File: src/rtl/seq_dividend_reconstructor.sv
// Rebuilds a dividend n = q*d + r with a radix-2 shift-add datapath and checks it against a reference.
// Latency: WIDTH+1 clock edges from acceptance to out_valid, fixed and data-independent.
// Backpressure: one operation in flight; in_ready only in IDLE, result held until out_ready.
module seq_dividend_reconstructor #(
   parameter int WIDTH = 8
) (
   input  logic                 clk,
   input  logic                 rst,
   input  logic                 in_valid,
   output logic                 in_ready,
   input  logic [WIDTH-1:0]     q,
   input  logic [WIDTH-1:0]     d,
   input  logic [WIDTH-1:0]     r,
   input  logic [2*WIDTH-1:0]   n_ref,
   output logic                 out_valid,
   input  logic                 out_ready,
   output logic [2*WIDTH-1:0]   n_out,
   output logic [2*WIDTH-1:0]   abs_err,
   output logic                 mismatch
);

   localparam int            CW   = (WIDTH > 1) ? $clog2(WIDTH) : 1;
   localparam logic [CW-1:0] LAST = CW'(WIDTH - 1);

   typedef enum logic [1:0] {
      IDLE = 2'd0,
      MUL  = 2'd1,
      CMP  = 2'd2,
      DONE = 2'd3
   } state_t;

   state_t               state;
   state_t               state_nxt;

   // Quotient bits are consumed LSB first while the multiplicand walks left.
   logic [WIDTH-1:0]     q_reg;
   logic [2*WIDTH-1:0]   mcand;
   logic [2*WIDTH-1:0]   acc;
   logic [2*WIDTH-1:0]   n_ref_reg;
   logic [CW-1:0]        cnt;
   logic [2*WIDTH-1:0]   diff;
   logic                 accept;

   assign in_ready = (state == IDLE);
   assign accept   = in_valid & in_ready;

   // Unsigned magnitude of the reconstruction error: compare first, then subtract the smaller.
   always_comb begin
      diff = '0;
      if (acc >= n_ref_reg)
         diff = acc - n_ref_reg;
      else
         diff = n_ref_reg - acc;
   end

   // State register.
   always_ff @(posedge clk or posedge rst) begin
      if (rst)
         state <= IDLE;
      else
         state <= state_nxt;
   end

   // Next-state logic: MUL always runs exactly WIDTH cycles, no early exit on zero operands.
   always_comb begin
      state_nxt = state;
      case (state)
         IDLE:    if (in_valid)      state_nxt = MUL;
         MUL:     if (cnt == LAST)   state_nxt = CMP;
         CMP:                        state_nxt = DONE;
         DONE:    if (out_ready)     state_nxt = IDLE;
         default:                    state_nxt = IDLE;
      endcase
   end

   // Datapath: operand capture, shift-add multiply with remainder preloaded, compare, and result hold.
   always_ff @(posedge clk or posedge rst) begin
      if (rst) begin
         q_reg     <= '0;
         mcand     <= '0;
         acc       <= '0;
         n_ref_reg <= '0;
         cnt       <= '0;
         n_out     <= '0;
         abs_err   <= '0;
         mismatch  <= 1'b0;
         out_valid <= 1'b0;
      end else begin
         case (state)
            IDLE: begin
               if (accept) begin
                  q_reg     <= q;
                  mcand     <= {{WIDTH{1'b0}}, d};
                  acc       <= {{WIDTH{1'b0}}, r};
                  n_ref_reg <= n_ref;
                  cnt       <= '0;
               end
            end
            MUL: begin
               // Cannot overflow: (2^W-1)^2 + (2^W-1) < 2^(2W).
               if (q_reg[0])
                  acc <= acc + mcand;
               mcand <= mcand << 1;
               q_reg <= q_reg >> 1;
               cnt   <= cnt + CW'(1);
            end
            CMP: begin
               n_out     <= acc;
               abs_err   <= diff;
               mismatch  <= (acc != n_ref_reg);
               out_valid <= 1'b1;
            end
            DONE: begin
               if (out_ready)
                  out_valid <= 1'b0;
            end
            default: begin
               out_valid <= 1'b0;
            end
         endcase
      end
   end

endmodule

File: config.mk
export PLATFORM = sky130hd
export DESIGN_NAME = seq_dividend_reconstructor
export DESIGN_NICKNAME = d
export VERILOG_FILES = /design/src/rtl/seq_dividend_reconstructor.sv
export SDC_FILE = /design/constraint.sdc
export NUM_CORES = 1
export LEC_CHECK = 0
export CELL_PAD_IN_SITES_DETAIL_PLACEMENT = 1
export CELL_PAD_IN_SITES_GLOBAL_PLACEMENT = 1
export CORE_ASPECT_RATIO = 0.7
export CORE_UTILIZATION = 35
export DETAILED_ROUTE_END_ITERATION = 6
export PLACE_DENSITY = 0.75
export SYNTH_ARGS = -nofsm -noshare
export SYNTH_HDL_FRONTEND = slang
export SYNTH_SLANG_ARGS = --single-unit
File: constraint.sdc
create_clock -name clk -period 5.1 [get_ports clk]
set_input_delay 1.53 -clock clk [delete_from_list [all_inputs] [get_ports clk]]
set_output_delay 1.53 -clock clk [all_outputs]
set_load 0.01 [all_outputs]
* Word level (Yosys, flattened, before mapping)
Index checks and enable logic that the tools add are counted.
Storage, ports and cells: register bits after elaboration 95, latch bits 0, memory bits (writable) 0, bits in read-only memories 0, input bits 44, output and inout bits 35, word-level logic and storage cells 50, memories 0
Operators by class: add/sub/neg operators 4, multipliers 0, div/mod/pow operators 0, magnitude comparators 1, eq/ne operators 10, shift operators 0, muxes and demuxes 16, bitwise gates (word level) 1, reduce and logical (&&, ||, !) cells 8
Operator list (number):
- 16-bit two-way mux | 4
- 16-bit one-hot mux with 2 select lines | 2
- 16-bit subtractor | 2
- 16-bit adder | 1
- 16-bit greater-or-equal comparator | 1
- 16-bit != test | 1
- 8-bit one-hot mux with 2 select lines | 1
- 8-bit two-way mux | 1
- 2-bit != test (second input constant) | 4
- 2-bit one-hot mux with 4 select lines | 1
- 2-bit two-way mux | 3
- 3-bit one-hot mux with 2 select lines | 1
- 2-bit AND reduction | 3
- 3-bit AND reduction | 2
- 2-bit == test (second input constant) | 2
- 2-bit nonzero test | 2
- 3-bit by 1-bit adder with 3-bit output (second input constant) | 1
- 3-bit == test (second input constant) | 1
- 3-bit two-way mux | 1
- 2-bit by 1-bit == test with 1-bit output (second input constant) | 1
- 2-bit zero test | 1
- 2-bit by 1-bit != test with 1-bit output (second input constant) | 1
- 1-bit one-hot mux with 2 select lines | 1
- 1-bit bitwise AND | 1
- 1-bit two-way mux | 1

* Longest topological paths before layout
depth in word-level cells 4, mapped depth 12, mapped depth without buffers 11

* Worst setup path after synthesis
Ideal clock, no wire load.
kind input-to-reg, start point input in_valid, end point register acc[15], setup time 69 ps, arrival time 2803 ps, data required time 5031 ps, path slack 2228 ps, stages on the path 6, path buffers 1, cell sequence nor2b_1 > o21bai_1 > a21o_1 > clkbuf_1 > or4b_2 > nand3_1
Between the ends: longest elaborated chain between the ends 3
RTL lines:
- start, declared | RTL line 9 | input logic in_valid,
- 1-bit bitwise AND | RTL line 45 | assign accept = in_valid & in_ready;
- 2-bit by 1-bit != test with 1-bit output (no line)
- 3-bit AND reduction (no line)
- end signal, assigned | RTL line 94 | acc <= {{WIDTH{1'b0}}, r};
- end signal, assigned | RTL line 102 | acc <= acc + mcand;
- end, declared | RTL line 38 | logic [2*WIDTH-1:0] acc;
Every way passes these cells. A chain may end at the register's enable or synchronous reset.

* Worst setup path after layout
start point input in_valid, end point register acc[14]
The elaborated chain is that of the path after synthesis.

==> metrics.log <==
[metrics] Critical Path Fanout Max: 19
[metrics] FF+latch count, synth: 95
[metrics] RSZ-0062 raised after global routing: no
[metrics] number of nets in the layout: 791
[metrics] Cell Chain, Critical Path: clkdlybuf4s50_1 > nor2b_1 > o21bai_2 > a21o_1 > inv_1 > nand2_1 > o22ai_1
[metrics] largest stage delay on the critical path: 0.48 ns
[metrics] Worst slew margin: 0.2354
[metrics] Fmax: 0.2962 GHz
[metrics] global-route usage over all layers: 0.1937
[metrics] Seq/Total Area, Yosys: 0.3848
[metrics] result of the run: finished, final reports clean
[metrics] Async S/R FF share, synth: 1.000
[metrics] core area: 17220 um^2
[metrics] Psw: 0.002444 W
[metrics] post-CTS setup buffers: 0
[metrics] number of diodes added for antenna fixing: 0
[metrics] r2r worst-path depth: 11
[metrics] reg2reg setup slack: 1.92 ns
[metrics] die width: 160.8 um
[metrics] EDFF count, synth: 0
[metrics] hold depth: 2
[metrics] pin count of the biggest net entering global routing: 48
[metrics] distinct cell type count after synthesis: 59
[metrics] Top FF cell, synth: sky130_fd_sc_hd__dfrtp_1
[metrics] Fillers: 1950
[metrics] synthesized area per cell: 9.807 um^2
[metrics] synthesized cell area: 6178 um^2
[metrics] detailed-route wire length per cell: 18.08 um
[metrics] number of cell rows: 40
[metrics] Max Root-Sink Buffers: 2
[metrics] accumulated negative setup slack: 0 ns
[metrics] endpoint of the worst hold-timing path: q_reg[6]
[metrics] transition time at the pin with the least slew margin: 1.147 ns
[metrics] reg-to-reg startpoint: acc[0]
[metrics] detailed-route vias per instance: 5.337
[metrics] total count of max-transition violations in the final report: 0
[metrics] remaining antenna violation count: 0
[metrics] Arr. time, crit path: 3.60 ns
[metrics] r2r endpoint: abs_err[4]
[metrics] routability-driven placement congestion ratio: 0.8632
[metrics] number of design rule violations left after detail routing: 0
[metrics] number of sinks driven by the clock tree: 95
[metrics] antenna violations before repair: 0
[metrics] layout-stage area growth over the synthesis result: 20.70%
[metrics] leakage power: 3.339 nW
[metrics] 1st-iter DRT viols: 257
[metrics] Setup crit start kind: primary input
[metrics] multi-input logic area: 3456 um^2
[metrics] Gates resized, CTS repair: 0
[metrics] max-cap check violation count: 0
[metrics] Period minus WS final: 3.376 ns
[metrics] Peak supply drop: 0.2513 mV
[metrics] Worst Path Required: 5.32 ns
[metrics] Worst Setup Path Type: primary input to flip-flop
[metrics] post-cts hold buffer count: 0
[metrics] area of the die: 18200 um^2
[metrics] sequential share of power: 0.250
[metrics] clk_lat worst skew: 0.35 ns
[metrics] CTS buffer count: 9
[metrics] Cells after Synth: 630
[metrics] Hold/Removal Path Class: flip-flop to flip-flop
[metrics] part of the total power dissipated in the clock network: 0.142
[metrics] capturing element type of the critical path: flip-flop
[metrics] endpoints failing setup: 0
[metrics] number of optimization iterations in the first detailed-route pass: 4
[metrics] overall overflow remaining after global route: 0
[metrics] proportion of power drawn by combinational gates: 0.608
[metrics] global-route wire length before repair: 28090 um
[metrics] detailed placer's ending HPWL: 12680 um
[metrics] Final Hold Fails: 0
[metrics] Sequential Area: 2377 um^2
[metrics] count of buffers inserted at the top-level ports: 78
[metrics] Final Core Density: 0.4331
[metrics] via count of the first global-routing pass: 5250
[metrics] clock root buffer: sky130_fd_sc_hd__clkbuf_16
[metrics] clock tree from TritonCTS: yes
[metrics] effective utilization at floorplan: 0.3589
[metrics] clock-pin transition on the worst setup and hold timing paths: 0.07 ns
[metrics] proportion of layout cells with a drive suffix above 1: 0.1034
[metrics] internal power: 0.003048 W
[metrics] total wirelength of the detailed-routed design: 16760 um
[metrics] post-synthesis net count: 729
[metrics] final hold slack: 0.4919 ns
[metrics] H-tree depth: 3
[metrics] io pins: 79
[metrics] number of warnings issued by yosys: 0
[metrics] Pwr per Cell Area: 736.5 nW/um^2
[metrics] fraction of power spent switching nets: 0.4451
[metrics] share of the clock period used by the worst path after layout: 0.6620
[metrics] height of the die: 113.2 um
[metrics] crit path max-delay cell type: sky130_fd_sc_hd__clkdlybuf4s50_1
[metrics] Clock Skews: 0.01160 ns
[metrics] startpoint of the worst hold path: q_reg[6]
[metrics] overall via count from detail_route: 4947
==> cells by family (layout without fill, tap and decap cells) <==
group,Yosys count,after routing,synth area share
muxes,64,64,0.1110
buffers and inverters,80,146,0.05690
xor gates and xnor gates,26,26,0.03686
and+or+nand+nor,126,126,0.1009
adders and majority gates,55,55,0.1150
AOI/OAI and AO/OA,184,184,0.1946
DFF,95,95,0.3848
==> power by group through the flow <==
stage | combinational (W) | clock (W) | sequential, W
after floorplan | 0.00245 | 0 | 0.00134
after global placement | 0.00319 | 0 | 0.00137
after detailed placement | 0.00331 | 0 | 0.00139
after CTS | 0.00335 | 0.000801 | 0.00138
after global routing | 0.00371 | 0.000824 | 0.00142
final | 0.00334 | 0.000778 | 0.00137
==> area by class of cell <==
class / instances / area share
inverters: 48 / 0.02433
clock buffers: 10 / 0.03070
repair buffers: 83 / 0.1097
well taps: 231 / 0.03876
flip-flops and latches: 95 / 0.3188
clock inverters: 5 / 0.01426
multi-input cells: 455 / 0.4634
==> through the flow <==
| step | setup slack [ns] | cell area (um^2) | total power, W | cells |
|---|---|---|---|---|
| after global placement | 1.512 | 7122 | 0.004558 | 912 |
| after CTS | 1.720 | 7457 | 0.005531 | 927 |
| final | 1.724 | 7457 | 0.005492 | 927 |
| after detailed placement | 1.385 | 7122 | 0.004701 | 912 |
| after floorplan | 1.093 | 6178 | 0.003790 | 630 |
| after global routing | 1.469 | 7457 | 0.005959 | 927 |
==> per-layer routing <==
| layer | global-route usage | wire, um | vias to the layer above |
|---|---|---|---|
| li1 | - | - | 2359 |
| met2 | 0.3045 | 7351 | 90 |
| met5 | 0 | 0 | - |
| met4 | 0.03145 | 96 | 0 |
| met1 | 0.2782 | 8547 | 2486 |
| met3 | 0.03996 | 766 | 12 |
==> critical path: cells and delay by family <==
kind                   cells  cell delay [ns]
AND/OR/NAND/NOR            2             0.55
AO/OA/AOI/OAI              3             0.74
buffers and inverters      2             0.77
==> worst max-delay path by stage <==
stage,startpoint,to,slack (ns)
2_1_floorplan,rst,abs_err[0],1.09
3_3_place_gp,in_valid,acc[15],1.51
3_5_place_dp,in_valid,acc[14],1.39
4_1_cts,state[0],in_ready,1.72
5_1_grt,in_valid,acc[11],1.47
6_report,in_valid,acc[14],1.72
==> synthesized netlist by cell type (all sizes together), types with 10 or more instances <==
master	number	area, um^2
a211oi	13	107.6
a21o	13	98.85
a21oi	46	230.2
a22o	10	87.58
buf	10	88.83
clkbuf	22	82.58
dfrtp	95	2377
ha	52	650.6
inv	48	180.2
mux2	36	405.4
mux2i	28	280.3
nand2	45	168.9
nand3	15	75.07
nor2	30	112.6
o21ai	55	275.3
xnor2	18	157.7
==> cells in the final DEF, fill, tap and decap left out, drive strengths merged, types with 10 or more instances in the layout <==
cell type	count
a22o	10
a21o	13
dfrtp	95
o21ai	55
inv	48
clkdlybuf4s50	78
ha	52
mux2	36
nand2	45
a211oi	13
a21oi	46
nor2	30
xnor2	18
nand3	15
clkbuf	10
mux2i	28
(Power assumes the default switching activity.)
